File: config.mk
export PLATFORM = sky130hd
export DESIGN_NAME = tff_bank_ctrl_flat
export DESIGN_NICKNAME = d
export VERILOG_FILES = /design/src/rtl/tff_bank_ctrl_if.sv /design/src/rtl/tff_bank_ctrl.sv /design/src/flat_wrapper.sv
export SDC_FILE = /design/constraint.sdc
export NUM_CORES = 1
export LEC_CHECK = 0
export CORE_MARGIN = 2
export CORE_UTILIZATION = 45
export DETAILED_ROUTE_END_ITERATION = 16
export PLACE_DENSITY_LB_ADDON = 0.25
export REMOVE_ABC_BUFFERS = 1
export SLEW_MARGIN = 15
export SYNTH_ARGS = -nofsm -noshare
export SYNTH_HDL_FRONTEND = slang
export SYNTH_SLANG_ARGS = --single-unit
File: constraint.sdc
create_clock -name clk -period 6.65 [get_ports clk]
set_input_delay 1.33 -clock clk [delete_from_list [all_inputs] [get_ports clk]]
set_output_delay 1.33 -clock clk [all_outputs]
set_load 0.01 [all_outputs]
File: src/rtl/tff_bank_ctrl_if.sv
// Control/status and bank-side signals of the TFF bank sequencer.
// master: software strobes plus the bank's Q readback; slave: the sequencer.
interface tff_bank_ctrl_if #(parameter int WIDTH = 4);
  logic             start;
  logic             stop;
  logic             up;
  logic             load;
  logic [WIDTH-1:0] load_val;
  logic             clear;
  logic [WIDTH-1:0] modulo;
  logic [WIDTH-1:0] q_fb;
  logic [WIDTH-1:0] t_out;
  logic             bank_clr;
  logic             busy;
  logic             tc;
  logic             err;
  logic [1:0]       state;

  modport master (
    output start, stop, up, load, load_val, clear, modulo, q_fb,
    input  t_out, bank_clr, busy, tc, err, state
  );

  modport slave (
    input  start, stop, up, load, load_val, clear, modulo, q_fb,
    output t_out, bank_clr, busy, tc, err, state
  );
endinterface

File: src/rtl/tff_bank_ctrl.sv
// Sequencer turning a bank of T flip-flops into a modulo up/down counter
// with run/stop, parallel load, clear and a shadow-count integrity check.
module tff_bank_ctrl #(
  parameter int WIDTH = 4
) (
  input  logic               clk,
  input  logic               reset_n,
  tff_bank_ctrl_if.slave     bus
);

  typedef enum logic [1:0] {
    S_IDLE  = 2'b00,
    S_RUN   = 2'b01,
    S_LOAD  = 2'b10,
    S_CLEAR = 2'b11
  } state_t;

  state_t           st, st_nx;
  logic             ret_run, ret_run_nx;
  logic [WIDTH-1:0] shadow, load_r;
  logic [WIDTH-1:0] q, inc_t, dec_t, t_cnt;
  logic             wrap, tc_r, err_r, ctl_st;

  assign q      = bus.q_fb;
  assign ctl_st = (st == S_IDLE) || (st == S_RUN);

  // Bit i toggles when all lower bits are 1 (increment) or all 0 (decrement).
  assign inc_t[0] = 1'b1;
  assign dec_t[0] = 1'b1;
  for (genvar i = 1; i < WIDTH; i++) begin : g_tog
    assign inc_t[i] = inc_t[i-1] &  q[i-1];
    assign dec_t[i] = dec_t[i-1] & ~q[i-1];
  end

  // Toggle mask for one RUN cycle; out-of-range counts snap back into 0..M.
  always_comb begin
    t_cnt = inc_t;
    wrap  = 1'b0;
    if (bus.up) begin
      if (q >= bus.modulo) begin
        t_cnt = q;
        wrap  = 1'b1;
      end
    end else if (q == '0) begin
      t_cnt = bus.modulo;
      wrap  = 1'b1;
    end else if (q > bus.modulo) begin
      t_cnt = q ^ bus.modulo;
    end else begin
      t_cnt = dec_t;
    end
  end

  always_comb begin
    bus.t_out    = '0;
    bus.bank_clr = 1'b0;
    if (!reset_n) begin
      bus.bank_clr = 1'b1;
    end else begin
      case (st)
        S_RUN:   bus.t_out    = t_cnt;
        S_LOAD:  bus.t_out    = q ^ load_r;
        S_CLEAR: bus.bank_clr = 1'b1;
        default: ;
      endcase
    end
  end

  always_comb begin
    st_nx      = st;
    ret_run_nx = ret_run;
    case (st)
      S_IDLE, S_RUN: begin
        if (bus.clear) begin
          st_nx      = S_CLEAR;
          ret_run_nx = (st == S_RUN);
        end else if (bus.load) begin
          st_nx      = S_LOAD;
          ret_run_nx = (st == S_RUN);
        end else if (bus.stop && st == S_RUN) begin
          st_nx = S_IDLE;
        end else if (bus.start && st == S_IDLE) begin
          st_nx = S_RUN;
        end
      end
      default: st_nx = ret_run ? S_RUN : S_IDLE;
    endcase
  end

  always_ff @(posedge clk or negedge reset_n) begin
    if (!reset_n) begin
      st      <= S_IDLE;
      ret_run <= 1'b0;
      shadow  <= '0;
      load_r  <= '0;
      tc_r    <= 1'b0;
      err_r   <= 1'b0;
    end else begin
      st      <= st_nx;
      ret_run <= ret_run_nx;
      tc_r    <= (st == S_RUN) && wrap;
      // Capture on the strobe so the LOAD cycle does not depend on load_val holding.
      if (ctl_st && bus.load)
        load_r <= bus.load_val;
      case (st)
        S_RUN:   shadow <= q ^ t_cnt;
        S_LOAD:  shadow <= load_r;
        S_CLEAR: shadow <= '0;
        default: ;
      endcase
      if (st == S_CLEAR)
        err_r <= 1'b0;
      else if (ctl_st && (q != shadow))
        err_r <= 1'b1;
    end
  end

  assign bus.busy  = (st == S_RUN);
  assign bus.tc    = tc_r;
  assign bus.err   = err_r;
  assign bus.state = st;

endmodule

File: src/flat_wrapper.sv
// flat-port wrapper written by rule: the top's interface ports become plain ports
module tff_bank_ctrl_flat 
#(
  parameter int WIDTH = 4
)
  (clk, reset_n, bus_start, bus_stop, bus_up, bus_load, bus_load_val, bus_clear, bus_modulo, bus_q_fb, bus_t_out, bus_bank_clr, bus_busy, bus_tc, bus_err, bus_state);
  tff_bank_ctrl_if #(.WIDTH(WIDTH)) bus_i ();
  input  logic clk;
  input  logic reset_n;
  input wire logic [$bits(bus_i.start)-1:0] bus_start;
  input wire logic [$bits(bus_i.stop)-1:0] bus_stop;
  input wire logic [$bits(bus_i.up)-1:0] bus_up;
  input wire logic [$bits(bus_i.load)-1:0] bus_load;
  input wire logic [$bits(bus_i.load_val)-1:0] bus_load_val;
  input wire logic [$bits(bus_i.clear)-1:0] bus_clear;
  input wire logic [$bits(bus_i.modulo)-1:0] bus_modulo;
  input wire logic [$bits(bus_i.q_fb)-1:0] bus_q_fb;
  output wire logic [$bits(bus_i.t_out)-1:0] bus_t_out;
  output wire logic [$bits(bus_i.bank_clr)-1:0] bus_bank_clr;
  output wire logic [$bits(bus_i.busy)-1:0] bus_busy;
  output wire logic [$bits(bus_i.tc)-1:0] bus_tc;
  output wire logic [$bits(bus_i.err)-1:0] bus_err;
  output wire logic [$bits(bus_i.state)-1:0] bus_state;
  assign bus_i.start = bus_start;
  assign bus_i.stop = bus_stop;
  assign bus_i.up = bus_up;
  assign bus_i.load = bus_load;
  assign bus_i.load_val = bus_load_val;
  assign bus_i.clear = bus_clear;
  assign bus_i.modulo = bus_modulo;
  assign bus_i.q_fb = bus_q_fb;
  assign bus_t_out = bus_i.t_out;
  assign bus_bank_clr = bus_i.bank_clr;
  assign bus_busy = bus_i.busy;
  assign bus_tc = bus_i.tc;
  assign bus_err = bus_i.err;
  assign bus_state = bus_i.state;
  tff_bank_ctrl #(.WIDTH(WIDTH)) u_core (.clk(clk), .reset_n(reset_n), .bus(bus_i));
endmodule
==> Yosys cells after proc, flatten, opt, wreduce, memory -nomap -nowiden <==
Index checks and enable logic that the tools add are counted.
{ "classes": {"addsub": 0, "n_mul": 0, "eq_ne": 5, "n_lt_le_gt_ge": 2, "n_shift": 0, "div_mod_pow": 0, "n_mux": 22, "n_reduce_logical": 13, "bitwise": 10} }
{ "op_table": {"columns": ["op", "n"], "rows": [
  ["4-bit two-way mux", 5],
  ["4-bit one-hot mux with 3 select lines", 1],
  ["4-bit XOR", 3],
  ["1-bit two-way mux", 10],
  ["2-bit two-way mux", 5],
  ["4-bit one-hot mux with 2 select lines", 1],
  ["1-bit logical AND", 5],
  ["5-bit by 3-bit inequality test with 1-bit output, second input constant", 1],
  ["1-bit AND", 4],
  ["2-bit == test, second input constant", 2],
  ["4-bit greater-or-equal comparator", 1],
  ["4-bit greater-than comparator", 1],
  ["4-bit zero test", 1],
  ["4-bit inequality test", 1],
  ["2-bit nonzero test", 2],
  ["1-bit NOT", 3],
  ["3-bit nonzero test", 1],
  ["2-bit by 1-bit == test with 1-bit output, second input constant", 1],
  ["2-bit zero test", 1],
  ["2-bit AND reduction", 1],
  ["2-bit OR reduction", 1],
  ["1-bit logical OR", 1]
]} }
{ "word_totals": {"memories": 0, "ramBits": 0, "in_bits": 19, "wordCells": 58, "out_inout_bits": 10, "ff_bits": 13, "latch_bits": 0, "romBits": 0} }

==> Longest topological paths before layout <==
{ "logic_depth": {"ltp_word": 8, "depth_mapped": 8} }

==> Worst setup path after synthesis <==
No wires, ideal clock.
{ "synth_timing": {"kind": "input -> output", "start": "in bus_modulo[1]", "end": "out bus_t_out[1]", "t_arrival_ps": 2917, "t_required_ps": 5320, "path_stages": 8, "setup_slack_ps": 2403, "cell_sequence": "inv_1 -> ha_1 -> and2b_1 -> o211ai_2 -> a31oi_1 -> a221oi_1 -> o21ai_0 -> a21oi_1"} }
{ "synth_via": {"elab_chain_len": 6, "elab_cells_between_ends": 9, "cone_classes": "order compare: 2; mux: 6; bitwise: 1"} }
{ "synth_rtl": {"columns": ["element", "line_no", "rtl"], "rows": [
  ["from (decl)", "flat_wrapper.sv:16", "input wire logic [$bits(bus_i.modulo)-1:0] bus_modulo;"],
  ["4-bit greater-than comparator / 4-bit XOR (equally long branches)", "tff_bank_ctrl.sv:47, tff_bank_ctrl.sv:48", null],
  ["4-bit two-way mux", "tff_bank_ctrl.sv:47", "end else if (q > bus.modulo) begin"],
  ["4-bit two-way mux", "tff_bank_ctrl.sv:44", "end else if (q == '0) begin"],
  ["4-bit two-way mux *", "tff_bank_ctrl.sv:39", "if (bus.up) begin"],
  ["4-bit one-hot mux with 2 select lines *", "tff_bank_ctrl.sv:60", "case (st)"],
  ["4-bit two-way mux *", "tff_bank_ctrl.sv:57", "if (!reset_n) begin"],
  ["to (decl)", "flat_wrapper.sv:18", "output wire logic [$bits(bus_i.t_out)-1:0] bus_t_out;"]
]} }
Mark *: on every way between the ends. The rest lies on a longest branch, timed or not.

==> Worst setup path after layout <==
{ "layout_timing": {"start": "in bus_q_fb[1]", "end": "out bus_t_out[1]"} }
{ "layout_via": {"elab_chain_len": 6, "elab_cells_between_ends": 11, "cone_classes": "order compare: 2; mux: 6; bitwise: 2; reduce/logical: 1"} }
{ "layout_rtl": {"columns": ["element", "line_no", "rtl"], "rows": [
  ["from (decl)", "flat_wrapper.sv:17", "input wire logic [$bits(bus_i.q_fb)-1:0] bus_q_fb;"],
  ["4-bit greater-than comparator / 4-bit XOR (equally long branches)", "tff_bank_ctrl.sv:47, tff_bank_ctrl.sv:48", null],
  ["4-bit two-way mux", "tff_bank_ctrl.sv:47", null],
  ["4-bit two-way mux", "tff_bank_ctrl.sv:44", null],
  ["4-bit two-way mux", "tff_bank_ctrl.sv:39", null],
  ["4-bit one-hot mux with 2 select lines *", "tff_bank_ctrl.sv:60", null],
  ["4-bit two-way mux *", "tff_bank_ctrl.sv:57", null]
]} }
Marked as above.

==> flow_summary.ini <==
[grt]
grt_util_all_layers_pct = 19.37
antenna_found_initial = 0
grt_pass1_wl_um = 5023
grt_max_degree = 18
grt_pass1_vias = 1119
overflow = 0

[synthesis]
synthCells = 150
synth-main-ff-cell = dfrtp_1
synth_seq_area_share_pct = 26.37
yosysWarnings = 0
yosysUniqueCellTypes = 46
synth_edf_count = 0
synthArstFlopShare_pct = 100.0
avgSynthCellArea_sq_um = 8.225
syn_area_sq_um = 1234
synth_seq_cells = 13

[pwr]
cellLeakagePower_nw = 0.6448
peakVddDrop_mv = 0.2560
power_density_nw_per_um2 = 310.9

[final_layout]
antennaDiodeCount = 0
fin_nets = 203
drive_gt1_share_pct = 7.471
final_cells = 204
syn_to_final_growth_pct = 24.04
nFillCells = 235

[clock_tree]
cts_hold_buf = 0
htree_levels = 1
cts_buffer_depth = 2
numCtsBuffers = 3
cts-root-buf = clkbuf_4
clkTransAtPathRegs_ns = 0.07
worstSkewPairLatency_ns = 0.27
cts.sinks = 13
cts_setup_buffers = 0
cts.repair.resized = 0
cts_tree = done

[floorplan]
io_pins = 29
rows = 18
die_y_um = 56.36
start_util_pct = 48.48
die_area_sq_um = 3176
die_w_um = 56.36
core_area_sq_um = 2545

[routing]
wl_met1_um = 1309
drt-vias-per-instance = 5.828
routed.top_layer = met4
dr_wl_met2_um = 1345
drc = 0
wire_per_inst_um = 14.45
drt-initial-drc-count = 45
routed-via-count = 1189
dr.pass1.iters = 4
detail-route-antenna-nets = 0
wl_met3_um = 285
wl_um = 2947

[timing]
worst_pin_slew_ns = 0.6920
finalCriticalPeriod_ns = 5.765
finalCritPeriodShare_pct = 86.70
drv_slew = 0
setup_ws_ns = 0.8846
hold_slack_ns = 0.4799
setup_tns_ns = 0
slew_headroom_pct = 53.72
fmax_ghz = 0.1734
hold_viol = 0
rsz0062_at_grt = false
fin_skew_ns = 0.002550
setup_violations = 0

[setup_path]
slowest_stage = clkdlybuf4s50_1
cp.arrival_ns = 4.44
path_cells = clkdlybuf4s50_1 > ha_1 > and2b_1 > o211ai_2 > a31oi_1 > a221oi_1 > o21ai_0 > a21oi_1 > clkdlybuf4s50_1
end_kind = output port
required_ns = 5.32
crit_path_frequent_cell = clkdlybuf4s50_1
slowest_delay_ns = 0.82
worstPathMaxFanout = 12
cp-start-kind = primary input
path_class = primary input to output port

[place]
dpl.hpwl_um = 2289
placed_cells = 200
portBuffers = 28
dp_slack_ns = 0.9119
gp_congestion = 0.8664

[flow_run]
maxCapViolCount = 0

[outcome]
status = completed

[min_path]
hp-class = flop to flop
==> area by class of cell <==
type | instances | area, sq um | area share (%)
tap | 30 | 37.54 | 2.453
clock buffer | 4 | 26.28 | 1.717
sequential | 13 | 325.3 | 21.26
timing repair buffer | 28 | 280.3 | 18.32
multi-input combinational | 121 | 830.8 | 54.29
inverter | 8 | 30.03 | 1.962
==> per-layer routing <==
metal,GRT usage [%],vias to the layer above
li1,-,593
met1,26.92,544
met2,30.92,50
met3,5.530,2
met4,2.041,0
met5,0,-
==> synth_stat cells (3+ instances only) <==
cell	number	area share (%)
nand2_1	21	6.4
dfrtp_1	13	26
a21oi_1	12	4.9
o21ai_0	12	4.9
ha_1	9	9.1
nor2_1	9	2.7
inv_1	8	2.4
nor3_1	5	2.0
xnor2_1	5	3.5
mux2_2	4	3.7
nand3_1	4	1.6
xor2_1	4	2.8
clkbuf_1	3	0.91
o31ai_1	3	1.8
==> critical path, delay by kind of cell <==
| kind | cells | cell delay [ns] |
|---|---|---|
| simple gates | 1 | 0.21 |
| compound gates | 5 | 1.16 |
| buf+inv | 2 | 1.37 |
| fa+ha+maj | 1 | 0.37 |
==> registers in the layout, summed over array words and instances (netlist names) <==
register,count
u_core.bus.err,1
u_core.bus.state,2
u_core.bus.tc,1
u_core.load_r,4
u_core.ret_run,1
u_core.shadow,4
==> logic make-up (layout without fill, tap and decap cells) <==
| family | Yosys count | after routing | synth area share, % |
|---|---|---|---|
| flip-flops | 13 | 13 | 26.37 |
| AO/OA/AOI/OAI | 49 | 49 | 27.79 |
| XOR/XNOR | 9 | 9 | 6.389 |
| AND/OR/NAND/NOR | 48 | 48 | 18.66 |
| multiplexers | 6 | 6 | 5.375 |
| adder cells (fa/ha/maj) | 9 | 9 | 9.128 |
| buffers and inverters | 16 | 40 | 6.288 |
==> cells in the final DEF (no fill, tap or decap), types with 2 or more instances in the layout <==
cell | netlist | layout
clkdlybuf4s50_1 | 0 | 28
nand2_1 | 21 | 21
dfrtp_1 | 13 | 13
a21oi_1 | 12 | 12
o21ai_0 | 12 | 12
nor2_1 | 9 | 9
ha_1 | 9 | 9
inv_1 | 8 | 8
nor3_1 | 5 | 5
xnor2_1 | 5 | 5
nand3_1 | 4 | 4
xor2_1 | 4 | 4
mux2_2 | 4 | 4
o31ai_1 | 3 | 3
clkbuf_4 | 0 | 3
nand4_1 | 2 | 2
a31oi_1 | 2 | 2
a221oi_1 | 2 | 2
o221ai_1 | 2 | 2
==> path summary, 6_finish.rpt <==
| check | start | endpoint | slack (ns) | cells after the start |
|---|---|---|---|---|
| min | u_core.ret_run$_DFFE_PN0P_ | u_core.ret_run$_DFFE_PN0P_ | 0.48 | 2 |
| min in group asynchronous | reset_n | u_core.shadow[1]$_DFFE_PN0P_ | 1.47 | 1 |
| max reg2reg | u_core.bus.state[1]$_DFFE_PN0P_ | u_core.load_r[0]$_DFFE_PN0P_ | 4.76 | 4 |
| max in group asynchronous | reset_n | u_core.bus.tc$_DFF_PN0_ | 4.74 | 1 |
| min reg2reg | u_core.ret_run$_DFFE_PN0P_ | u_core.ret_run$_DFFE_PN0P_ | 0.48 | 2 |
| max | bus_q_fb[1] | bus_t_out[1] | 0.88 | 9 |
==> stage by stage <==
step	total power [mW]	instance area, sq um	utilization [%]
after floorplan	0.3255	1186	-
after global placement	0.4219	1504	59.10
after detailed placement	0.4289	1504	59.10
after CTS	0.4784	1530	60.13
after global routing	0.5152	1530	60.13
final	0.4758	1530	60.13
==> power breakdown <==
part	switching, mW	leakage (nW)	total (mW)	internal (mW)
registers	0.0345	0.155	0.151	0.117
clock network	0.0245	0.0150	0.0477	0.0232
logic	0.140	0.474	0.277	0.137
total	0.199	0.645	0.476	0.277
Power figures use the tool's default switching activity.
